## src/rtl/wb_arbiter.sv

```systemverilog
// Write-back arbiter: ALU results own the register-file write port, LSU results queue in an in-order FIFO and drain on ALU-idle cycles.
// Latency: ALU 1 cycle, LSU 2 cycles when the FIFO is empty and the ALU is idle. Backpressure: lsu_ready low while the FIFO is full or in reset.
module wb_arbiter #(
    parameter int DEPTH = 4,
    parameter int XLEN  = 32
) (
    input  logic                     clk,
    input  logic                     rst,
    input  logic                     alu_valid,
    input  logic [4:0]               alu_rd,
    input  logic [XLEN-1:0]          alu_data,
    input  logic                     lsu_valid,
    output logic                     lsu_ready,
    input  logic [4:0]               lsu_rd,
    input  logic [XLEN-1:0]          lsu_data,
    output logic                     we,
    output logic [4:0]               rd,
    output logic [XLEN-1:0]          Wdata,
    output logic [31:0]              pending,
    output logic [$clog2(DEPTH):0]   fifo_count
);

    localparam int AW = $clog2(DEPTH);
    localparam int CW = AW + 1;
    localparam logic [CW-1:0] DEPTH_C = CW'(DEPTH);

    typedef struct packed {
        logic            live;
        logic [4:0]      rd;
        logic [XLEN-1:0] data;
    } entry_t;

    entry_t          mem [DEPTH];
    logic [AW-1:0]   wptr;
    logic [AW-1:0]   rptr;
    logic [CW-1:0]   count;

    logic            alu_wr;
    logic            push;
    logic            pop;
    logic            push_dead;
    entry_t          head;

    always_comb begin
        alu_wr    = alu_valid && (alu_rd != 5'd0);
        lsu_ready = !rst && (count < DEPTH_C);
        push      = lsu_valid && lsu_ready && (lsu_rd != 5'd0);
        pop       = !alu_wr && (count != '0);
        // An LSU result arriving alongside an ALU write to the same register is already stale.
        push_dead = alu_wr && (lsu_rd == alu_rd);
        head      = mem[rptr];
    end

    always_comb begin
        pending = '0;
        for (int i = 0; i < DEPTH; i++) begin
            if (mem[i].live) pending[mem[i].rd] = 1'b1;
        end
        pending[0] = 1'b0;
    end

    assign fifo_count = count;

    always_ff @(posedge clk) begin
        if (rst) begin
            for (int i = 0; i < DEPTH; i++) mem[i] <= '0;
            wptr  <= '0;
            rptr  <= '0;
            count <= '0;
            we    <= 1'b0;
            rd    <= '0;
            Wdata <= '0;
        end else begin
            // WAW squash: older queued loads must never overwrite the newer ALU value.
            for (int i = 0; i < DEPTH; i++) begin
                if (alu_wr && (mem[i].rd == alu_rd)) mem[i].live <= 1'b0;
            end

            // A popped slot is freed so it stops contributing to pending.
            if (pop) mem[rptr].live <= 1'b0;

            // Push never targets the head while a pop is active: pop needs count>0, push needs count<DEPTH.
            if (push) mem[wptr] <= '{live: !push_dead, rd: lsu_rd, data: lsu_data};

            if (push) wptr <= wptr + 1'b1;
            if (pop)  rptr <= rptr + 1'b1;

            if (push && !pop)      count <= count + 1'b1;
            else if (pop && !push) count <= count - 1'b1;

            if (alu_wr) begin
                we    <= 1'b1;
                rd    <= alu_rd;
                Wdata <= alu_data;
            end else if (pop) begin
                we    <= head.live;
                rd    <= head.rd;
                Wdata <= head.data;
            end else begin
                we    <= 1'b0;
            end
        end
    end

endmodule

```

## config.mk

```make
export PLATFORM = sky130hd
export DESIGN_NAME = wb_arbiter
export DESIGN_NICKNAME = d
export VERILOG_FILES = /design/src/rtl/wb_arbiter.sv
export SDC_FILE = /design/constraint.sdc
export NUM_CORES = 1
export LEC_CHECK = 0
export ABC_AREA = 1
export BUFFER_PORTS_ARGS = -buffer_cell sky130_fd_sc_hd__buf_2
export CORE_MARGIN = 2
export CORE_UTILIZATION = 63
export CTS_CLUSTER_SIZE = 14
export DETAILED_ROUTE_END_ITERATION = 12
export PLACE_DENSITY = 0.89
export SKIP_CTS_REPAIR_TIMING = 1
export SLEW_MARGIN = 20
export SYNTH_ARGS = -nofsm -noshare
export SYNTH_HDL_FRONTEND = slang
export SYNTH_SLANG_ARGS = --single-unit
```

## constraint.sdc

```tcl
create_clock -name clk -period 5.04 [get_ports clk]
set_clock_uncertainty 0.2 [all_clocks]
set_input_delay 0.252 -clock clk [delete_from_list [all_inputs] [get_ports clk]]
set_output_delay 0.252 -clock clk [all_outputs]
set_load 0.03 [all_outputs]
```

# Word level (Yosys, flattened, before mapping)
# Memories as Yosys holds them, arrays and structs flattened. A register that Yosys moved wholly into a read port is not among the register bits.
# Cells that the tools add are included.
[word_totals] memories=1 output_inout_bits=74 in_bits=78 ramBits=152 reg_bits=45
[memory_table] name="mem" depth=4 width=38 rd=5 rd_ports_with_merged_regs=1 wr=5 line_no="33" rtl="entry_t mem [DEPTH];"
[classes] addsub=4 mux=49 reduce_logical=27 bitwise_logic=7 n_eq_ne=5 order_cmp=9
[op_table] cell="$mux W32" n=6
[op_table] cell="$or A32 B32 Y32" n=3
[op_table] cell="$mux W38" n=1
[op_table] cell="$reduce_or A38 Y1" n=1
[op_table] cell="$mux W1" n=30
[op_table] cell="$eq A5 B5 Y1" n=5
[op_table] cell="$lt A5 B6 Y1 const B" n=4
[op_table] cell="$demux W1 S5" n=4
[op_table] cell="$ge A5 B1 Y1 const B" n=4
[op_table] cell="$logic_and A1 B1 Y1" n=16
[op_table] cell="$mux W5" n=2
[op_table] cell="$reduce_bool A5 Y1" n=2
[op_table] cell="$mux W2" n=4
[op_table] cell="$mux W3" n=2
[op_table] cell="$logic_not A1 Y1" n=5
[op_table] cell="$add A2 B1 Y2 const B" n=2
[op_table] cell="$or A1 B1 Y1" n=4
[op_table] cell="$reduce_bool A2 Y1" n=2
[op_table] cell="$add A3 B1 Y3 const B" n=1
[op_table] cell="$lt A3 B3 Y1 const B" n=1
[op_table] cell="$reduce_bool A3 Y1" n=1
[op_table] cell="$sub A3 B1 Y3 const B" n=1

# Logic depth before layout (Yosys ltp)
# Gate-level depths: netlist (run 1).
# An unclocked memory read counts as a cell.
[depth] ltp_word=12 ltp_mapped=13 mapped_depth_nobuf=11

# Worst setup path after synthesis (run 1)
# Ideal clock, no wire load.
[synth_timing] kind="reg2reg" startpoint="register count[2], in the netlist fifo_count[2]" endpoint="memory mem[0][37] (netlist name) (enable)" arrival_time_ps=2103 stages_incl_launch_ff=7 setup_slack_ps=2441 period_less_slack_ps=2599 setup_time_ps=296 required_time_ps=4544 cell_sequence="dfxtp_1 nor3b_4 nand3_1 buf_2 nand2_1 inv_1 nand3_1"
[synth_lines] element="start: declaration" line_no="36" rtl="logic [CW-1:0] count;"
[synth_lines] element="start signal: assignment" line_no="88" rtl="if (push && !pop) count <= count + 1'b1;"
[synth_lines] element="start signal: assignment" line_no="89" rtl="else if (pop && !push) count <= count - 1'b1;"
[synth_lines] element="end: declaration" line_no="33"

==> metrics.txt, run 1 <==
TritonCTS buffer count 17; die height 135.4 um; Seq/Total Area, Yosys 50.59%; Worst Setup End Kind register; drc violations 0; Slew headroom 40.23%; CP Class input pin to register; dpl hpwl 19,230 um; worst endpoint required time 4990 ps; max-cap viol count 0; Placed Cells 1,668; WL per Instance 17.69 um; first-pass GRT wire length 45,660 um; # setup viols final 0; fin crit period 3158 ps; layout cells sized above 1 17.11%; Slowest-stage cell, CP nand2_1; FF-to-FF Start fifo_count[2]; Ys Warns 0; WL final 30,770 um; crit path from rst; GRT Resource Usage Total 32.53%; Mapped Cells 1,347; Worst-Skew Late Latency 440 ps; number of fill cells in the layout 1,168; Synth top area share 41.94%; Max Clock Freq 316.7 MHz; Avg Inst Size Synth 8.079 um2; Crit Path Max Fanout 39; Rows 48; Hold Startpoint alu_data[11]; final hold violation count 30; vias in the first global route 8,994; CTS H-tree depth 4; Post-Syn Nets 1,435; worst slew pin tran 896.6 ps; grt ovf 0; worst hold slack -48.75 ps; largest net degree at the start of global routing 81; Port Buffer Count 150; ys flop type edfxtp_1; Non-Filler Instances 1,739; DIE AREA 18,340 um2; Worst-path clk slew 70 ps; Post-Syn Area 10,880 um2; crit path launch type input pin; Static Leak 6.208 nW; n_diodes 0; Slew Limit Fails 0; area leader, netlist edfxtp_1; Hold Path Class input pin to register; status complete, but fails checks; count leader, synth nand2_1; CTS tree yes; Post-synth EDFFs 152; FF+latch count, synth 199; Clock Path Buffers 2; top cells by count, synth nand2_1, nand3_1, inv_1, nor2_1, edfxtp_1; core footprint 17,120 um2; failing checks hold timing; # IOs 152; clock sinks 199; Initial Util 63.58%; RSZ-0062 raised after global routing no; vias per cell 5.809; setup TNS 0 ps; routed vias 10,102; pwr dens 419.4 nW/um2; nets 1,589; ANT nets after route 0; die span in x 135.4 um; root buffer cell clkbuf_16; antenna violations before repair 0; 1st-pass router iterations 6; Data arrival, critical path 3100 ps; Async SR Flop Fraction 0%; area grow syn2layout 16.30%; RePlAce Congestion 0.9686; CP Cell Sequence dlygate4sd3_1, buf_2, nor3b_4, nand3_1, buf_4, nand2_1, buf_4, inv_1, nand3_1; Tcrit/Tclk final 62.66%; Synth cell types 30; CP peak stage delay 650 ps; synth top area cells edfxtp_1, nand3_1, nand2_1; peak supply drop 0.3197 mV; 1st-iter DRT viols 1,723
==> state kept, by name (all words and copies together), names as in the netlist, named ones only <==
register / flops
rd: 5
fifo_count: 3
Wdata: 32
rptr: 2
mem: 152
wptr: 2
we: 1
==> cell usage in the layout (no fill, tap or decap), types with 2 or more instances in the layout <==
| cell type | synthesis | routed |
|---|---|---|
| nor2_1 | 200 | 200 |
| xnor2_1 | 11 | 11 |
| nand3_2 | 21 | 21 |
| dlygate4sd3_1 | 0 | 39 |
| xor2_1 | 11 | 11 |
| a21oi_1 | 14 | 14 |
| nand2_1 | 273 | 273 |
| o21ai_1 | 7 | 7 |
| clkbuf_1 | 23 | 5 |
| nand2_4 | 3 | 3 |
| clkbuf_16 | 0 | 17 |
| edfxtp_1 | 152 | 152 |
| inv_4 | 1 | 2 |
| o21ai_0 | 15 | 15 |
| clkinv_4 | 0 | 3 |
| inv_1 | 200 | 200 |
| buf_4 | 9 | 14 |
| nand3_1 | 208 | 208 |
| bufinv_16 | 0 | 4 |
| or2_2 | 36 | 36 |
| dfxtp_1 | 47 | 46 |
| inv_2 | 3 | 2 |
| buf_2 | 20 | 150 |
| ha_1 | 9 | 9 |
| o22ai_1 | 61 | 61 |
==> through the flow <==
step                setup slack (ps)  total power [mW]  hold slack, ps  instance area, um2  util (%)
floorplan                       2441             3.341           243.1               10880         -
global placement                2039             3.741           260.7               11640     68.00
detailed placement              1917             3.790           260.7               11640     68.02
CTS                             2065             5.224          -92.61               12270     71.67
global route                    1779             5.530           2.295               12660     73.95
finish                          1882             5.309          -48.75               12660     73.95
==> logic make-up after synthesis <==
group                    share of synthesized area (%)
other                                          0.03446
buffers and inverters                            10.60
adder cells (fa/ha/maj)                          1.219
AO/OA/AOI/OAI                                    5.162
XOR/XNOR                                         1.770
AND/OR/NAND/NOR                                  30.63
flip-flops                                       50.59
==> power breakdown <==
group          internal, mW  switching, mW  leakage, nW
logic                 0.490           1.28         3.94
clock network         0.853          0.600        0.302
registers              1.96          0.121         1.97
==> critical path: cells and delay by family <==
| kind | cells | cell delay [ps] |
|---|---|---|
| AND/OR/NAND/NOR | 4 | 1230 |
| buffers and inverters | 5 | 1590 |
==> layout make-up <==
type                       instances  area, um2  share of cell area, %
clock inverter                     9      166.4                  1.315
sequential                       199       5507                  43.51
tap                              225      281.5                  2.224
timing repair buffer             203       1246                  9.846
clock buffer                      23      457.9                  3.618
multi-input combinational        875       4224                  33.37
inverter                         205      774.5                  6.119
==> final timing paths <==
path | to | depth (start not counted) | slack (ps)
worst max-delay path | mem[1][37] | 9 | 1880
worst min-delay path | Wdata[11] | 5 | -50
worst max register to register | mem[1][37] | 7 | 2010
worst min register to register | Wdata[8] | 2 | 270
==> per-layer routing <==
metal	up-vias	routed length, um	GRT usage [%]
met2	756	14540	51.33
met3	96	3931	7.407
met1	4595	11570	44.52
met5	-	0	0
met4	0	723	11.69
li1	4655	-	-
Note: power is estimated with default switching activity, not from simulation.
==> run 2, diff against run 1 <==
--- a/config.mk
+++ b/config.mk
@@ -5,13 +5,13 @@
 export SDC_FILE = /design/constraint.sdc
 export NUM_CORES = 1
 export LEC_CHECK = 0
-export ABC_AREA = 1
+export ABC_AREA = 0
 export BUFFER_PORTS_ARGS = -buffer_cell sky130_fd_sc_hd__buf_2
 export CORE_MARGIN = 2
-export CORE_UTILIZATION = 63
+export CORE_UTILIZATION = 52
 export CTS_CLUSTER_SIZE = 14
 export DETAILED_ROUTE_END_ITERATION = 12
-export PLACE_DENSITY = 0.89
+export PLACE_DENSITY = 0.8
 export SKIP_CTS_REPAIR_TIMING = 1
 export SLEW_MARGIN = 20
 export SYNTH_ARGS = -nofsm -noshare
==> constraint.sdc (replaced) <==
create_clock -name clk -period 2.6 [get_ports clk]
set_clock_uncertainty 0.2 [all_clocks]
set_input_delay 0.13 -clock clk [delete_from_list [all_inputs] [get_ports clk]]
set_output_delay 0.13 -clock clk [all_outputs]
set_load 0.03 [all_outputs]
==> metrics.txt, run 2 <==
Worst-Skew Late Latency 440 ps; routed vias 7,664; failing checks hold timing; Mapped Cells 815; Tcrit/Tclk final 95.49%; CTS H-tree depth 4; area grow syn2layout 23.89%; first-pass GRT wire length 39,070 um; worst hold slack -49.51 ps; RePlAce Congestion 0.9073; vias in the first global route 7,268; Post-synth EDFFs 152; worst endpoint required time 2760 ps; worst r2r path cells 9; Crit Path Max Fanout 2; peak supply drop 0.6455 mV; most common cell after layout, fill and taps aside edfxtp_1; WL final 26,430 um; pwr dens 788.1 nW/um2; CTS tree yes; ys flop type edfxtp_1; FF+latch count, synth 199; Post-Syn Nets 903; Port Buffer Count 150; TritonCTS buffer count 17; setup TNS 0 ps; Placed Cells 1,161; Ys Warns 0; count leader, synth edfxtp_1; dpl hpwl 15,890 um; root buffer cell clkbuf_16; area leader, netlist edfxtp_1; Static Leak 4.837 nW; Largest regs mem (152), Wdata (32), rd (5); max-cap viol count 0; Worst Setup End Kind register; Slew headroom 50.37%; r2r setup slk 120 ps; top cells by count, synth edfxtp_1, and2_1, nand2_1; DIE AREA 20,320 um2; vias per cell 6.058; die span in x 142.6 um; Non-Filler Instances 1,265; core footprint 18,770 um2; Post-Syn Area 9983 um2; 1st-iter DRT viols 948; WL per Instance 20.89 um; Hold Path Class input pin to register; nets 1,106; layout cells sized above 1 26.38%; grt ovf 0; synth top area cells edfxtp_1, dfxtp_1, and2_1; worst slew pin tran 741.8 ps; crit path launch type register; antenna violations before repair 0; final hold violation count 2; most flop-heavy register mem; Data arrival, critical path 2650 ps; fin crit period 2483 ps; Synth top area share 45.72%; clock sinks 199; most frequent cells in the layout edfxtp_1, buf_2, and2_1; # IOs 152; RR Endpoint fifo_count[2]; Synth cell types 44; Rows 50; ANT nets after route 0; Clock Path Buffers 2; largest net degree at the start of global routing 51; RSZ-0062 raised after global routing no; drc violations 0; Worst-path clk slew 70 ps; CP Class register to register; Max Clock Freq 402.8 MHz; max reg flops 152; Slew Limit Fails 0; crit path from fifo_count[2]; Avg Inst Size Synth 12.25 um2; Async SR Flop Fraction 0%; GRT Resource Usage Total 25.32%; n_diodes 0; crit path to fifo_count[2]; Initial Util 53.19%; die height 142.6 um; 1st-pass router iterations 7; status complete, but fails checks; FF-to-FF Start fifo_count[2]; # setup viols final 0; number of fill cells in the layout 1,334; Seq/Total Area, Yosys 55.14%
==> run 2: cell types whose count changed after synthesis, sizes merged, moves of 25 or more <==
| cell | before | now |
|---|---|---|
| clkbuf | 23 | 48 |
| or2 | 36 | 4 |
| nand3 | 229 | 9 |
| a311oi | 0 | 35 |
| buf | 45 | 20 |
| o22ai | 61 | 14 |
| nor2 | 201 | 54 |
| nand2 | 276 | 80 |
| and2 | 0 | 148 |
| mux4 | 0 | 38 |
| inv | 204 | 6 |
==> run 2: worst max-delay path, stage by stage (launching register included) <==
cell and delay (ps):
dfxtp_2 320, or3_2 470, and3_1 170, inv_1 60
ha_2 170, inv_1 50, fa_1 370, xor2_1 160
or3_1 300, a21oi_1 130
==> run 2: final cells by class <==
class,count,area (um2),share of cell area [%]
clock buffer,18,429.2,3.470
multi-input combinational,542,4133,33.41
timing repair buffer,252,1759,14.22
inverter,6,22.52,0.1821
sequential,199,5514,44.58
tap,234,292.8,2.367
clock inverter,14,217.7,1.760
==> run 2: cell families after synthesis <==
logic type / Yosys count / synth area share [%]
AND/OR/NAND/NOR: 345 / 18.66
buffers and inverters: 74 / 3.572
adder cells (fa/ha/maj): 10 / 1.329
XOR/XNOR: 29 / 2.544
AO/OA/AOI/OAI: 114 / 9.613
other: 1 / 0.03756
multiplexers: 43 / 9.099
flip-flops: 199 / 55.14
==> run 2: per-stage QoR <==
| stage | area (um2) | setup slack, ps | total power [mW] | utilization, % |
|---|---|---|---|---|
| floorplan | 9990 | 13.51 | 5.895 | - |
| global placement | 11000 | 145.2 | 6.750 | 58.60 |
| detailed placement | 11000 | 129.1 | 6.801 | 58.60 |
| CTS | 11640 | 114.3 | 9.662 | 62.05 |
| global route | 12370 | 1.552 | 10.16 | 65.90 |
| finish | 12370 | 117.2 | 9.748 | 65.90 |
==> run 2: power by group <==
part           total [mW]  internal (mW)  switching (mW)
combinational        2.79           1.12            1.67
sequential           4.09           3.80           0.285
clock                2.87           1.65            1.22
total                9.75           6.57            3.18
==> run 2: worst min-delay path by stage <==
| stage | cells past startpoint | slack [ps] | endpoint | from |
|---|---|---|---|---|
| floorplan | 2 | 90 | rd[4] | alu_valid |
| global placement | 3 | 220 | Wdata[23] | alu_data[23] |
| detailed placement | 3 | 220 | Wdata[5] | alu_data[5] |
| CTS | 3 | -240 | Wdata[17] | alu_data[17] |
| global route | 3 | 9 | rd[3] | alu_rd[3] |
| finish | 3 | -50 | rd[3] | alu_rd[3] |
==> run 2: layer usage <==
metal  part of all wire (%)  global-route usage (%)
met5                      0                       0
met4                    2.8                   8.442
met3                    8.1                   5.384
met2                     50                   42.13
met1                     39                   33.29
==> run 3, diff against run 2 <==
--- a/config.mk
+++ b/config.mk
@@ -5,10 +5,10 @@
 export SDC_FILE = /design/constraint.sdc
 export NUM_CORES = 1
 export LEC_CHECK = 0
-export ABC_AREA = 0
+export ABC_AREA = 1
 export BUFFER_PORTS_ARGS = -buffer_cell sky130_fd_sc_hd__buf_2
 export CORE_MARGIN = 2
-export CORE_UTILIZATION = 52
+export CORE_UTILIZATION = 53
 export CTS_CLUSTER_SIZE = 14
 export DETAILED_ROUTE_END_ITERATION = 12
 export PLACE_DENSITY = 0.8
==> metrics.txt, run 3 (same netlist as run 1, synthesis figures left out) <==
Initial Util 53.96%; top sig layer met4; Data arrival, critical path 2160 ps; vias in the first global route 8,910; Slew headroom 49.04%; 1st-iter DRT viols 1,185; routed length on met2 14,690 um; CTS H-tree depth 4; WL final 31,990 um; Worst Setup End Kind output port; final hold violation count 0; worst path bufs/invs 2; WL per Instance 17.47 um; Largest regs mem (152), Wdata (32), rd (5); Port Buffer Count 150; antenna violations before repair 1; ANT nets after route 0; clock sinks 199; Slew Limit Fails 0; nets 1,635; Placed Cells 1,725; root buffer cell clkbuf_16; Worst-Skew Late Latency 450 ps; CTS tree yes; most common cell after layout, fill and taps aside nand2_1; first-pass GRT wire length 46,840 um; max-cap viol count 0; core footprint 20,170 um2; largest net degree at the start of global routing 68; CP Cell Sequence inv_1, nand3_1, or2_2, o21ai_0, or2_2, buf_2; RSZ-0062 raised after global routing no; Static Leak 6.404 nW; CP peak stage delay 460 ps; layout cells sized above 1 17.63%; # IOs 152; pre-CTS WS 295.4 ps; worst endpoint required time 2270 ps; max reg flops 152; fin crit period 2488 ps; setup TNS 0 ps; drc violations 0; die span in x 147.3 um; worst hold slack 6.880 ps; Slowest-stage cell, CP edfxtp_1; worst slew pin tran 764.4 ps; Met1 Routed Length 13,250 um; Max Clock Freq 401.9 MHz; dpl hpwl 20,280 um; routed vias 10,092; vias per cell 5.512; Rows 52; Power Total 10.21 mW; Hold Path Class input pin to register; TritonCTS buffer count 17; grt ovf 0; Non-Filler Instances 1,831; Crit path max-delay family simple AND/OR/NAND/NOR gates; pwr dens 778.1 nW/um2; # setup viols final 0; routed length on met3 2975 um; RePlAce Congestion 0.9168; GRT Resource Usage Total 27.95%; die height 147.3 um; Final WS setup 111.8 ps; CP Class register to output port; Crit Path Max Fanout 8; area grow syn2layout 20.59%; Critical Path Most Common Cell or2_2; 1st-pass router iterations 7; Clock Path Buffers 2; Tcrit/Tclk final 95.70%; crit path launch type register; peak supply drop 0.6278 mV; Worst-path clk slew 70 ps; number of fill cells in the layout 1,654; DIE AREA 21,700 um2; most flop-heavy register mem; status complete, no violations; most frequent cells in the layout nand2_1, nand3_1, nor2_1, inv_1, edfxtp_1
==> run 3: cell count changes in the layout (fill, tap and decap cells not counted), moves of 38 or more <==
cell,change
mux4_2,-38
and2_1,-148
nand3_1,+199
nand2_1,+193
nor2_1,+147
inv_1,+194
o22ai_1,+47
==> run 3: metal layers <==
metal  vias to the layer above  global-route usage (%)
met3                        95                   5.559
li1                       4747                       -
met4                         0                   11.35
met2                       592                   43.25
met1                      4658                   38.84
met5                         -                       0
==> run 3: worst register-to-register path, cell delays in order, from the launching register on <==
cell     delay (ps)
dfxtp_1         390
nor3b_4         320
nand2_1         160
inv_1           110
ha_1            150
inv_1            60
fa_1            380
a21oi_1         160
o21ai_0         120
xor2_1          160
nor2_1           60
==> run 3: path summary, 6_finish.rpt <==
| kind | startpoint | end | slack (ps) | cells after the start |
|---|---|---|---|---|
| worst max-delay path | mem[0][32] | pending[26] | 110 | 6 |
| worst max register to register | fifo_count[2] | fifo_count[2] | 230 | 10 |
| worst min-delay path | alu_rd[0] | rd[0] | 7 | 5 |
| worst min register to register | Wdata[31] | Wdata[31] | 290 | 2 |
==> run 3: layout make-up <==
class	instances	area, um2	area share, %
diodes	1	2.502	0.01907
well taps	270	337.8	2.574
multi-input cells	875	4224	32.19
repair buffers	249	1689	12.87
clock buffers	23	514.2	3.918
inverters	205	772.0	5.882
clock inverters	9	77.57	0.5911
flip-flops and latches	199	5507	41.96
==> run 3: per-stage QoR <==
| step | cell area [um2] | util (%) |
|---|---|---|
| floorplan | 10880 | - |
| global placement | 11800 | 58.50 |
| detailed placement | 11800 | 58.50 |
| CTS | 12390 | 61.43 |
| global route | 13120 | 65.07 |
| finish | 13120 | 65.07 |
==> run 3: where the power goes <==
part | internal, mW | switching, mW | leakage, nW
clock | 1.43 | 1.23 | 0.298
sequential | 3.80 | 0.249 | 1.97
combinational | 1.03 | 2.48 | 4.14
